===== config.mk =====
export PLATFORM = sky130hd
export DESIGN_NAME = ddr3_cmd_arbiter
export DESIGN_NICKNAME = d
export VERILOG_FILES = /design/src/rtl/ddr3_cmd_arbiter_pkg.sv /design/src/rtl/ddr3_arb_checker.sv /design/src/rtl/ddr3_arb_policy.sv /design/src/rtl/ddr3_cmd_arbiter.sv
export SDC_FILE = /design/constraint.sdc
export NUM_CORES = 1
export LEC_CHECK = 0
export CAP_MARGIN = 10
export CORE_UTILIZATION = 45
export CTS_CLUSTER_DIAMETER = 120
export DETAILED_ROUTE_END_ITERATION = 8
export MAX_ROUTING_LAYER = met4
export PLACE_DENSITY = 0.86
export SLEW_MARGIN = 20
export SYNTH_ARGS = -nofsm -noshare
export SYNTH_HDL_FRONTEND = slang
export SYNTH_SLANG_ARGS = --single-unit

===== constraint.sdc =====
create_clock -name clock -period 4.15 [get_ports clock]
set_input_delay 0.6225 -clock clock [delete_from_list [all_inputs] [get_ports clock]]
set_output_delay 0.6225 -clock clock [all_outputs]
set_load 0.01 [all_outputs]

===== src/rtl/ddr3_cmd_arbiter_pkg.sv =====
// Shared types and helpers for the DDR3 command arbiter: FSM state and
// direction encodings, plus the saturating run-counter increment.
package ddr3_cmd_arbiter_pkg;

    typedef enum logic [1:0] {
        ST_IDLE = 2'd0,
        ST_WR   = 2'd1,
        ST_RD   = 2'd2
    } state_t;

    typedef enum logic {
        DIR_RD = 1'b0,
        DIR_WR = 1'b1
    } dir_t;

    localparam int unsigned RUN_W   = 8;
    localparam logic [7:0]  RUN_SAT = 8'd255;

    function automatic logic [7:0] run_sat_inc(input logic [7:0] run);
        run_sat_inc = (run == RUN_SAT) ? RUN_SAT : run + 8'd1;
    endfunction

endpackage


===== src/rtl/ddr3_arb_checker.sv =====
// Protocol checker (simulation only): a requester must hold its request until
// accepted. Present only when __icarus is defined.
`ifdef __icarus
module ddr3_arb_checker (
    input logic clock,
    input logic reset,
    input logic wr_store_i,
    input logic rd_fetch_i,
    input logic mem_store_o,
    input logic mem_fetch_o
);

    // Flag a requester that drops its request while its command is presented.
    always @(posedge clock) begin
        if (!reset && mem_store_o && !wr_store_i)
            $error("ddr3_cmd_arbiter: wr_store_i dropped before accept");
        if (!reset && mem_fetch_o && !rd_fetch_i)
            $error("ddr3_cmd_arbiter: rd_fetch_i dropped before accept");
    end

endmodule
`endif


===== src/rtl/ddr3_arb_policy.sv =====
// Combinational grant decision: picks the direction to serve from the pending
// flags, the last served direction, its run length and the RAW hazard flag.
import ddr3_cmd_arbiter_pkg::*;

module ddr3_arb_policy #(
    parameter int unsigned RD_RUN_MAX = 8,
    parameter int unsigned WR_RUN_MAX = 4
) (
    input  logic       wr_pend_i,
    input  logic       rd_pend_i,
    input  dir_t       last_dir_i,
    input  logic [7:0] run_i,
    input  logic       hazard_i,
    output logic       grant_valid_o,
    output dir_t       grant_dir_o
);

    // Direction choice; a pending hazard forces the write ahead of the read.
    always_comb begin
        grant_valid_o = 1'b0;
        grant_dir_o   = DIR_RD;
        if (wr_pend_i && rd_pend_i) begin
            grant_valid_o = 1'b1;
            if (hazard_i) begin
                grant_dir_o = DIR_WR;
            end else if (last_dir_i == DIR_WR) begin
                grant_dir_o = (run_i < 8'(WR_RUN_MAX)) ? DIR_WR : DIR_RD;
            end else begin
                grant_dir_o = (run_i < 8'(RD_RUN_MAX)) ? DIR_RD : DIR_WR;
            end
        end else if (wr_pend_i) begin
            grant_valid_o = 1'b1;
            grant_dir_o   = DIR_WR;
        end else if (rd_pend_i) begin
            grant_valid_o = 1'b1;
            grant_dir_o   = DIR_RD;
        end else begin
            grant_valid_o = 1'b0;
            grant_dir_o   = DIR_RD;
        end
    end

endmodule


===== src/rtl/ddr3_cmd_arbiter.sv =====
// Shares the DDR3 controller command port between the write and read paths.
// Optional RAW-hazard write priority is enabled with DDR3_ARB_RAW_HAZARD_EN.
import ddr3_cmd_arbiter_pkg::*;

module ddr3_cmd_arbiter #(
    parameter int unsigned ADDRS        = 32,
    parameter int unsigned AXI_ID_WIDTH = 4,
    parameter int unsigned RD_RUN_MAX   = 8,
    parameter int unsigned WR_RUN_MAX   = 4,
    parameter int unsigned ADDR_LSB     = 4
) (
    input  logic                    clock,
    input  logic                    reset,
    input  logic                    wr_store_i,
    output logic                    wr_accept_o,
    input  logic [AXI_ID_WIDTH-1:0] wr_reqid_i,
    input  logic [ADDRS-1:0]        wr_addr_i,
    input  logic                    rd_fetch_i,
    output logic                    rd_accept_o,
    input  logic [AXI_ID_WIDTH-1:0] rd_reqid_i,
    input  logic [ADDRS-1:0]        rd_addr_i,
    output logic                    mem_store_o,
    output logic                    mem_fetch_o,
    input  logic                    mem_accept_i,
    output logic [AXI_ID_WIDTH-1:0] mem_req_id_o,
    output logic [ADDRS-1:0]        mem_addr_o
);

    state_t     state_r;
    dir_t       last_dir_r;
    logic [7:0] run_r;
    logic       hazard_s;
    logic       grant_valid_s;
    dir_t       grant_dir_s;

`ifdef DDR3_ARB_RAW_HAZARD_EN
    // Same chunk on both sides: the read must see the write's data.
    assign hazard_s = wr_store_i && rd_fetch_i &&
                      (wr_addr_i[ADDRS-1:ADDR_LSB] == rd_addr_i[ADDRS-1:ADDR_LSB]);
`else
    assign hazard_s = 1'b0;
`endif

    ddr3_arb_policy #(
        .RD_RUN_MAX (RD_RUN_MAX),
        .WR_RUN_MAX (WR_RUN_MAX)
    ) u_policy (
        .wr_pend_i     (wr_store_i),
        .rd_pend_i     (rd_fetch_i),
        .last_dir_i    (last_dir_r),
        .run_i         (run_r),
        .hazard_i      (hazard_s),
        .grant_valid_o (grant_valid_s),
        .grant_dir_o   (grant_dir_s)
    );

    assign wr_accept_o = mem_accept_i & mem_store_o;
    assign rd_accept_o = mem_accept_i & mem_fetch_o;

    // Command FSM: grant from IDLE, hold until accepted, always return to IDLE.
    always_ff @(posedge clock) begin
        if (reset) begin
            state_r      <= ST_IDLE;
            mem_store_o  <= 1'b0;
            mem_fetch_o  <= 1'b0;
            mem_req_id_o <= '0;
            mem_addr_o   <= '0;
            last_dir_r   <= DIR_RD;
            run_r        <= 8'd0;
        end else begin
            case (state_r)
                ST_IDLE: begin
                    if (grant_valid_s) begin
                        if (grant_dir_s == DIR_WR) begin
                            state_r      <= ST_WR;
                            mem_store_o  <= 1'b1;
                            mem_req_id_o <= wr_reqid_i;
                            mem_addr_o   <= wr_addr_i;
                        end else begin
                            state_r      <= ST_RD;
                            mem_fetch_o  <= 1'b1;
                            mem_req_id_o <= rd_reqid_i;
                            mem_addr_o   <= rd_addr_i;
                        end
                    end else begin
                        state_r <= ST_IDLE;
                    end
                end
                ST_WR: begin
                    if (mem_accept_i) begin
                        state_r     <= ST_IDLE;
                        mem_store_o <= 1'b0;
                        run_r       <= (last_dir_r == DIR_WR) ? run_sat_inc(run_r) : 8'd1;
                        last_dir_r  <= DIR_WR;
                    end else begin
                        state_r <= ST_WR;
                    end
                end
                ST_RD: begin
                    if (mem_accept_i) begin
                        state_r     <= ST_IDLE;
                        mem_fetch_o <= 1'b0;
                        run_r       <= (last_dir_r == DIR_RD) ? run_sat_inc(run_r) : 8'd1;
                        last_dir_r  <= DIR_RD;
                    end else begin
                        state_r <= ST_RD;
                    end
                end
                default: begin
                    state_r     <= ST_IDLE;
                    mem_store_o <= 1'b0;
                    mem_fetch_o <= 1'b0;
                end
            endcase
        end
    end

`ifdef __icarus
    ddr3_arb_checker u_chk (
        .clock       (clock),
        .reset       (reset),
        .wr_store_i  (wr_store_i),
        .rd_fetch_i  (rd_fetch_i),
        .mem_store_o (mem_store_o),
        .mem_fetch_o (mem_fetch_o)
    );
`endif

endmodule

; Word-level counts from Yosys, hierarchy flattened
; Cells that the tools add are included.
[op_classes]
add_sub_neg = 1
magnitude_cmp = 2
n_eq_ne = 8
mux = 30
bitwise_logic = 4
n_reduce_logical = 7
[ops]
columns = op, count
row1 = 8-bit two-way mux, 5
row2 = 32-bit two-way mux, 1
row3 = 8-bit one-hot mux with 2 select lines, 1
row4 = 1-bit two-way mux, 15
row5 = "2-bit != test, second input constant", 5
row6 = "8-bit by 1-bit adder with 8-bit output, second input constant", 1
row7 = "8-bit equality test, second input constant", 1
row8 = "8-bit by 3-bit < comparator with 1-bit output, second input constant", 1
row9 = "8-bit by 4-bit < comparator with 1-bit output, second input constant", 1
row10 = 4-bit AND reduction, 2
row11 = 2-bit two-way mux, 3
row12 = 1-bit one-hot mux with 3 select lines, 2
row13 = 2-bit one-hot mux with 3 select lines, 1
row14 = 4-bit two-way mux, 1
row15 = 3-bit AND reduction, 1
row16 = 1-bit bitwise AND, 2
row17 = "2-bit by 1-bit equality test with 1-bit output, second input constant", 1
row18 = "2-bit equality test, second input constant", 1
row19 = 2-bit logical NOT, 1
row20 = 1-bit inverter, 2
row21 = 1-bit one-hot mux with 2 select lines, 1
row22 = 2-bit AND reduction, 1
row23 = 2-bit nonzero test, 1
row24 = 1-bit logical AND, 1
[word_totals]
regBits = 49
input_bits = 77
out_inout_bits = 40
word_cells = 59

; Longest topological paths before layout
; Gate-level depths: netlist of the first run.
[logic_depth]
word_depth = 7
mapped_depth = 7
mapped_depth_nobuf = 5

; Modules after synthesis
; From an unflattened synthesis of the first run, not the netlist that was laid out.
[unflattened]
hier_cells = 259
hier_area_um2 = 2553.7
[by_module_without_submodules]
columns = module, n_inst, cells_each, area_each_um2, seq_area_each_um2
row1 = ddr3_cmd_arbiter, 1, 252, 2503.7, 980.9
row2 = ddr3_arb_policy, 1, 7, 50.0, 0.0

; Worst setup path after synthesis of the first run
; Ideal clock, no wire load.
[synth_path]
path_kind = reg-to-reg
startpoint = reg run_r[3]
endpoint = reg mem_addr_o[0]
setup_ns = 0.136
arrival_ns = 1.731
required_ns = 4.014
slack_ns = 2.282
path_stages_with_launch = 8
path_buffers = 3
period_less_slack_ns = 1.868
path_cell_list = dfxtp_1 or3_1 buf_2 or4_4 buf_6 buf_6 nand4_1 a31oi_1
[synth_between]
elab_chain_len = 5
elab_cells_between_ends = 7
classes_between = 2 x order compare / 5 x mux
[synth_rtl]
columns = element, line_no
row1 = from (decl), ddr3_cmd_arbiter.sv:31  ; logic [7:0] run_r;
row2 = from (signal assigned), ddr3_cmd_arbiter.sv:93  ; run_r <= (last_dir_r == DIR_WR) ? run_sat_inc(run_r) : 8'd1;
row3 = from (signal assigned), ddr3_cmd_arbiter.sv:103  ; run_r <= (last_dir_r == DIR_RD) ? run_sat_inc(run_r) : 8'd1;
row4 = 8-bit by 4-bit < comparator with 1-bit output or 8-bit by 3-bit < comparator with 1-bit output (tied branches), "ddr3_arb_policy.sv:29, ddr3_arb_policy.sv:27"
row5 = "1-bit two-way mux, on equally long branches", "ddr3_arb_policy.sv:29, ddr3_arb_policy.sv:27"
row6 = 1-bit two-way mux *, ddr3_arb_policy.sv:26  ; end else if (last_dir_i == DIR_WR) begin
row7 = 1-bit two-way mux *, ddr3_arb_policy.sv:22  ; if (wr_pend_i && rd_pend_i) begin
row8 = 32-bit two-way mux *, ddr3_cmd_arbiter.sv:74  ; if (grant_dir_s == DIR_WR) begin
row9 = to (signal assigned), ddr3_cmd_arbiter.sv:78  ; mem_addr_o <= wr_addr_i;
row10 = to (signal assigned), ddr3_cmd_arbiter.sv:83  ; mem_addr_o <= rd_addr_i;
row11 = to (decl), ddr3_cmd_arbiter.sv:26  ; output logic [ADDRS-1:0] mem_addr_o
; Mark *: on every way between the ends. The rest lies on a longest branch, timed or not.
; A chain may end at the register's enable or synchronous reset.

; Worst setup path after layout of the first run
[layout_path]
startpoint = in wr_store_i
endpoint = reg mem_addr_o[14]
[layout_between]
elab_chain_len = 3
elab_cells_between_ends = 7
classes_between = 5 x mux / 2 x reduce/logical
[layout_rtl]
columns = element, line_no
row1 = from (decl), ddr3_cmd_arbiter.sv:14  ; input logic wr_store_i,
row2 = 1-bit two-way mux or 1-bit logical AND (tied branches), "ddr3_arb_policy.sv:31, ddr3_arb_policy.sv:22"
row3 = 1-bit two-way mux, ddr3_arb_policy.sv:22
row4 = 32-bit two-way mux or 2-bit AND reduction (tied branches), -
; Several ways; a longest one is shown, not always the timed one.

==> results of run 1 <==
worst max-delay path, cell delays in order:
cell and delay [ns]:
clkdlybuf4s50_1 0.86, nor2b_1 0.38, a2bb2oi_4 0.75, nand4_1 0.20, a31oi_1 0.23
cell type report:
cell class / count / area share [%]
inverter: 6 / 0.5937
sequential: 49 / 25.86
multi-input combinational: 217 / 36.64
clock buffer: 5 / 1.814
tap: 72 / 2.375
timing repair buffer: 122 / 31.79
clock inverter: 2 / 0.9235
final timing paths:
path / cells after the start / slack (ns) / endpoint / startpoint
max: 5 / 1.31 / mem_addr_o[14] / wr_store_i
max reg2reg: 5 / 2.00 / mem_addr_o[31] / run_r[3]
min reg2reg: 2 / 0.47 / mem_fetch_o / mem_fetch_o
min: 2 / 0.47 / mem_fetch_o / mem_fetch_o
state kept, by name, indices dropped and copies added, names as in the netlist:
signal	count
last_dir_r	1
mem_addr_o	32
mem_fetch_o	1
mem_req_id_o	4
mem_store_o	1
run_r	8
state_r	2
where the power goes:
part           switching, mW  leakage [nW]  internal [mW]
sequential            0.0319         0.405          0.522
clock                  0.156        0.0540          0.175
combinational          0.158         0.864          0.200
synthesized netlist by cell type, types with 3 or more instances:
master / instances / area share, %
a211oi_1: 3 / 0.87
nand2_1: 9 / 1.3
a32o_1: 3 / 1.2
a21oi_1: 8 / 1.6
inv_1: 6 / 0.87
clkbuf_1: 30 / 4.4
nand4_1: 38 / 9.2
dfxtp_1: 49 / 38
nand2b_1: 4 / 0.97
and2_1: 5 / 1.2
o211ai_1: 37 / 11
buf_6: 7 / 3.1
a31oi_1: 37 / 9.0
o21ai_0: 45 / 8.8
nor2_1: 5 / 0.73
layer usage:
layer,GRT usage (%),vias to the layer above,share of wire [%]
met2,45.93,139,50
met3,4.941,16,6.1
met5,-,-,0
met4,10.00,0,2.3
met1,32.92,1364,41
li1,-,1394,-
cell families (layout without fill, tap and decap cells):
kind of cell / count (synthesis) / in the layout
fa+ha+maj: 1 / 1
compound gates: 143 / 143
xor+xnor: 1 / 1
simple gates: 72 / 72
buf+inv: 44 / 135
flops: 49 / 49
cells in the final DEF (no fill, tap or decap), types with 2 or more instances in the layout:
cell type,count
o21ai_0,45
buf_4,6
a211oi_1,3
a21oi_1,8
nor2_1,5
and2_1,5
nand3_1,2
a32o_1,3
o2bb2ai_1,2
clkbuf_8,5
nand4_1,38
inv_1,5
nand2b_1,4
a31oi_1,37
clkdlybuf4s50_1,116
nand2_1,9
o211ai_1,37
dfxtp_1,49
stage by stage:
step | utilization [%] | cell area, µm²
after floorplan | - | 2574
after global placement | 67.01 | 3690
after detailed placement | 67.01 | 3690
after CTS | 68.89 | 3794
after global routing | 68.89 | 3794
final | 68.89 | 3794
==> impl.org, run 1 <==
** Clock network
- The number of hold buffers added after CTS was 0.
- Clk pin slew, worst setup/hold paths :: 0.09 ns
- H-tree levels :: 2
- Post-cts gate resize count :: 0
- CTS saw 49 sinks.
- Clock network latency to the later pin of the worst-skew pair :: 0.30 ns
- TritonCTS built the clock tree.
- Root buffer cell :: clkbuf_8
- Number of buffers on the longest clock path :: 2
- Setup bufs post-CTS :: 0
- Number of buffers created by CTS :: 5

** STA
- For this run, the top clock speed supported by timing is 351.7 MHz.
- Setup repair after global routing left no endpoint under its margin.
- Setup violations remaining at the end of the flow were counted as 0.
- The final count of pins violating max slew is 0.
- Final hold slack :: 0.4722 ns
- Clock skew on the completed layout was measured at 0.004043 ns.
- The worst path needs 2.843 ns of the cycle, external delays included.
- In the finished design, the share of the clock period the worst path needs comes to 68.51%.
- The worst pin sits at a relative slew slack of 38.03%.
- Accumulated negative setup slack :: 0 ns
- Final Hold Fails :: 0
- After layout, the worst setup slack is 1.307 ns.
- Worst slew pin tran :: 0.9263 ns

** Floorplanning
- Die boundary height :: 77.63 µm
- Core box area :: 5507 µm²
- The die covers 6026 µm².
- Row count :: 27
- The initial utilization of the core area, before any placement, comes to 46.74%.
- For this design the top-level I/O count stands at 117.
- In this run the horizontal extent of the chip is 77.63 µm.

** Logic synthesis
- Number of unique standard cell types used by synthesis :: 37
- After Yosys synthesis, and, or, nand and nor cells account for 16.33% of the synthesized area.
- FF+latch count, synth :: 49
- Main combinational cell family by area after synthesis :: compound AO/OA/AOI/OAI gates
- Fraction of synthesized area in multiplexers :: 0%
- The synthesized netlist devotes 36.22% of its cell area to compound gates.
- The number of nets handed over by synthesis was 388.
- Number of enable-type register cells in the synthesized netlist :: 0
- Average footprint of a synthesized cell :: 8.302 µm²
- Share of flip-flops with an asynchronous set or reset :: 0%
- Sequential-to-total area share from yosys stat :: 38.11%
- After Yosys synthesis, full adders, half adders and majority gates account for 0.4861% of the synthesized area.
- Summing the areas of all xor and xnor instances in the mapped netlist gives 0.3403% of the synthesized area.
- Among all flip-flop cells after synthesis, the most frequent one is dfxtp_1.
- During synthesis, Yosys emitted a total of 0 warnings.
- The cell count after synthesis came out at 310.
- Cell area after technology mapping :: 2574 µm²

** Detailed routing
- The final layout contains routed wiring with a total length of 7.861 mm.
- The pre-antenna-repair detailed-routing pass consisted of 5 iterations.
- Detailed-route wire length per cell :: 16.62 µm
- Remaining DRCs :: 0
- After the first detailed-routing iteration, the DRC count stood at 297.
- Number of vias in the routed layout :: 2913
- After detailed routing, the number of vias per cell comes to 6.159.
- Post-DRT Antenna Nets :: 0

** Placement
- Routability-driven placement finished with a final weighted congestion of 0.8957.
- Cell total after placement :: 466
- At the placement stage, the worst setup path has a slack of 1.080 ns.
- Port buffering added 116 buffers.
- The HPWL after detailed placement is 5.264 mm.

** Power
- VDD sags by at most 219.9 µV.
- Total leakage power :: 1.323 nW
- Power Density :: 327.6 nW/µm²
- Overall power of the completed layout :: 1.243 mW

** Run status
- Status :: finished clean

** Global routing
- After global routing the overflow that remains totals 0.
- GRT Resource Usage Total :: 27.46%
- Largest net degree at the start of global routing :: 57
- First-pass GRT wire length :: 12.81 mm
- Vias in the first global route :: 2718
- Initial antenna violation count :: 0

** Finish
- Share of cells above drive strength 1 :: 4.988%
- Relative to the synthesized area, the layout overhead comes to 47.40%.
- Footprint of the multi-input gates :: 1390 µm²
- The count of cells in the finished layout, fillers not included, comes to 473.
- Net total in the final layout :: 479
- Area taken by flip-flops and latches :: 980.9 µm²
- The repair_antennas step left the layout with diodes totalling 0.
- Filler Cells Inserted :: 430

** Flow run
- Across the run, the number of max-cap violations was 0.

** Hold path
- The tightest min-delay check is of the flip-flop to flip-flop type.

** Worst setup path
- Kind of capture point of the worst setup path :: flip-flop
- Critical Path Fanout Max :: 37
- The worst setup path is launched from a primary input.
- The critical path is of the primary input to flip-flop type.
- Signal arrival time at the worst endpoint :: 3.07 ns
- Endpoint required time on the critical path :: 4.37 ns
Note: power is estimated with default switching activity, not from simulation.
==> run 2: changes to the inputs <==
CORE_UTILIZATION = 42   (was 45)
PLACE_DENSITY = 0.81   (was 0.86)
clock period = 2.7 ns   (was 4.15 ns; I/O delays follow)
==> run 2 against run 1 <==
Compared with the run above:
- cell count rose by 1.5%
- first-iteration DRC count fell by 6.7%
- via count rose by 1.6%
- sequential power rose by 54%
- hold slack got worse by 0.0064 ns
- design area rose by 1.5%
- sequential share of layout area fell by 0.39 points
- flip-flop and latch count did not move
- highest routed layer unchanged
==> impl.org, run 2 (synthesized netlist as in run 1, its figures left out) <==
** Finish
- The library cell used most frequently in the layout, excluding fill and tap cells, is clkdlybuf4s50_1.
- The post-route cell area was 3852 µm² (+1.5%).
- Share of cells above drive strength 1 :: 5.679% (+0.69 points)
- The utilization after layout was 65.07% (-3.8 points).
- Counting flops per register, the top entry is mem_addr_o.
- Leaving out fill and tap cells, the most frequent cells in the layout are clkdlybuf4s50_1 (116), dfxtp_1 (49), o21ai_0 (45).
- The flip-flop count of the largest register, all copies and words added was 32 (unchanged).
- Post-Layout Cell Count :: 480 (+1.5%)
- The final layout net count came to 483 (+0.84%).
- The largest registers in the layout are mem_addr_o (32), run_r (8), mem_req_id_o (4).
- Area growth from synthesis to layout :: 49.68%
- The antenna diode count was 0 (unchanged).

** Clock network
- CTS sink cnt :: 49 (unchanged)
- The number of CTS-inserted buffers came to 5 (unchanged).
- Post-cts gate resize count :: 0 (unchanged)
- The buffer levels on the longest clock path is 2 (unchanged).
- Total of hold buffers inserted after clock tree synthesis :: 0 (unchanged)
- TritonCTS built the clock tree.
- H-tree levels :: 2 (unchanged)
- Clk pin slew, worst setup/hold paths :: 0.09 ns (about the same)
- The clock latency reported for the late side of the worst-skew pair is 0.31 ns (about the same).
- In this run the clock root is driven by a clkbuf_8.
- The post-CTS setup buffer count was 0 (unchanged).

** Detailed routing
- Remaining DRCs :: 0 (unchanged)
- The first-pass detailed-route iteration total was 5 (unchanged).
- Post-DRT Antenna Nets :: 0 (unchanged)
- The DRC violation total after the first TritonRoute iteration is 277 (-6.7%).
- The via count normalized by instance count came to 6.165 (about the same).
- The routed wire length was 8.312 mm (+5.7%).
- The via total after detailed routing is 2959 (+1.6%).
- Detailed-route wire length per cell :: 17.32 µm (+4.2%)

** Power
- Proportion of power drawn by the clock network :: 26.6% (about the same)
- The leakage dissipation came to 1.353 nW (+2.3%).
- Comb power frac :: 29.4% (+0.6 points)
- The sequential group share of total power came to 44.0% (-0.5 points).
- The total power density per cell area is 501.7 nW/µm² (+53%).
- The largest vdd supply drop is 299.9 µV (+36%).
- Net switching component of the power :: 0.5428 mW (+57%)
- The net switching share of the total power came to 28.08% (+0.23 points).
- Internal portion of total power :: 1.390 mW (+55%)

** STA
- Post-layout min period :: 2.335 ns
- Setup repair after global routing left no endpoint under its margin.
- The relative max-transition margin is 31.27% (-6.8 points).
- The summed negative setup slack over all endpoints was 0 ns (unchanged).
- The final count of pins violating max slew was 0 (unchanged).
- Static timing analysis puts the maximum clock frequency at 428.2 MHz.
- The count of final setup violators came to 0 (unchanged).
- Setup Skew :: 0.005118 ns (+0.001075 ns)
- The final hold violation count was 0 (unchanged).
- Period utilization :: 86.50%
- The slew of the pin with the lowest slew margin came to 1.031 ns (+0.1046 ns).

** Placement
- Final estimated routing congestion in global placement :: 0.8195 (-8.5%)
- Half-perimeter wire length after detailed placement :: 5.575 mm (+5.9%)
- The number of cells after detailed placement was 473 (+1.5%).
- Number of input and output port buffers inserted :: 116 (unchanged)
- Placed inst area :: 3749 µm² (+1.6%)

** Global routing
- The initial antenna violation count was 0 (unchanged).
- Largest net degree at the start of global routing :: 47 (-18%)
- The overall fraction of global-route tracks in use is 27.69% (+0.24 points).
- The number of global-route vias before repair was 2820 (+3.8%).
- The first-pass GRT wire length was 13.54 mm (+5.7%).
- The global-route congestion overflow total was 0 (unchanged).

** Floorplanning
- Die boundary height :: 80.28 µm (+3.4%)
- The floorplan die area is 6445 µm² (+7.0%).
- The die width is 80.28 µm (+3.4%).
- The number of primary I/O pins came to 117 (unchanged).
- The number of placement rows was 28 (+3.7%).
- The core area came to 5921 µm² (+7.5%).
- Initial Utilization :: 43.47% (-3.3 points)

** Hold path
- Worst hold path type :: flip-flop to flip-flop

** Run status
- The run finished with clean final reports.

** Worst setup path
- The setup path with the least slack is of type flip-flop to flip-flop.
- Critical Path Fanout Max :: 21 (-43%)
- Slowest-stage cell, CP :: o31ai_4
- Endpoint required time on the critical path :: 2.93 ns (-1.44 ns)
- The signal on the critical path passes through or3_1 -> o31ai_4 -> buf_4 -> o211ai_1 -> a31oi_1.
- Type of origin of the critical path :: flip-flop
- The data arrival at the endpoint of the critical path came to 2.57 ns (-0.50 ns).
- The worst setup path is captured at a flip-flop.
- The largest stage delay on the critical path was 0.71 ns (-0.15 ns).

** Flow run
- The max-capacitance violation count was 0 (unchanged).
==> run 2: cell types whose count changed in the layout (fill, tap and decap cells not counted), sizes merged <==
cell	before	now
buf	6	10
==> run 2: routing by layer <==
metal	vias to the layer above	part of all wire, %	GRT usage (%)
met5	-	0	-
met1	1378	42	35.12
li1	1404	-	-
met2	152	49	43.76
met3	25	6.5	4.318
met4	0	2.6	11.79
==> run 2: power by group through the flow <==
stage / combinational [mW] / clock [mW] / sequential [mW]
CTS: 0.567 / 0.521 / 0.850
floorplan: 0.219 / 0 / 0.888
global placement: 0.553 / 0 / 0.864
finish: 0.568 / 0.514 / 0.851
global route: 0.614 / 0.554 / 0.859
detailed placement: 0.564 / 0 / 0.865
==> run 2: layout make-up <==
class,instances,area (µm²)
fillers,495,2068
multi-input cells,217,1390
repair buffers,126,1261
flip-flops and latches,49,980.9
well taps,75,93.84
clock buffers,5,68.82
clock inverters,2,35.03
inverters,6,22.52
==> run 2: final timing paths <==
check / from / to / slack [ns] / cells after the start
min reg2reg: mem_store_o / mem_store_o / 0.47 / 2
min: mem_store_o / mem_store_o / 0.47 / 2
max reg2reg: run_r[3] / mem_addr_o[0] / 0.36 / 5
max: run_r[3] / mem_addr_o[0] / 0.36 / 5
==> run 2: worst max-delay path: cells and delay by family (launching register included) <==
| family | cells | cell delay [ns] |
|---|---|---|
| and+or+nand+nor | 1 | 0.48 |
| DFF | 1 | 0.35 |
| buffers and inverters | 1 | 0.38 |
| AOI/OAI and AO/OA | 3 | 1.04 |
==> run 2: stage by stage <==
stage | power [mW] | worst slack, ns | hold WS [ns]
global placement | 1.417 | 0.4416 | 0.4450
CTS | 1.937 | 0.3771 | 0.4639
detailed placement | 1.429 | 0.3968 | 0.4515
global route | 2.027 | 0.1602 | 0.4817
floorplan | 1.107 | 0.8323 | 0.4565
finish | 1.933 | 0.3646 | 0.4658
==> run 3: changes to the inputs <==
CAP_MARGIN = 15   (was 10)
==> results of run 3 <==
No change in the layout: final DEF, timing and power equal those of run 2.
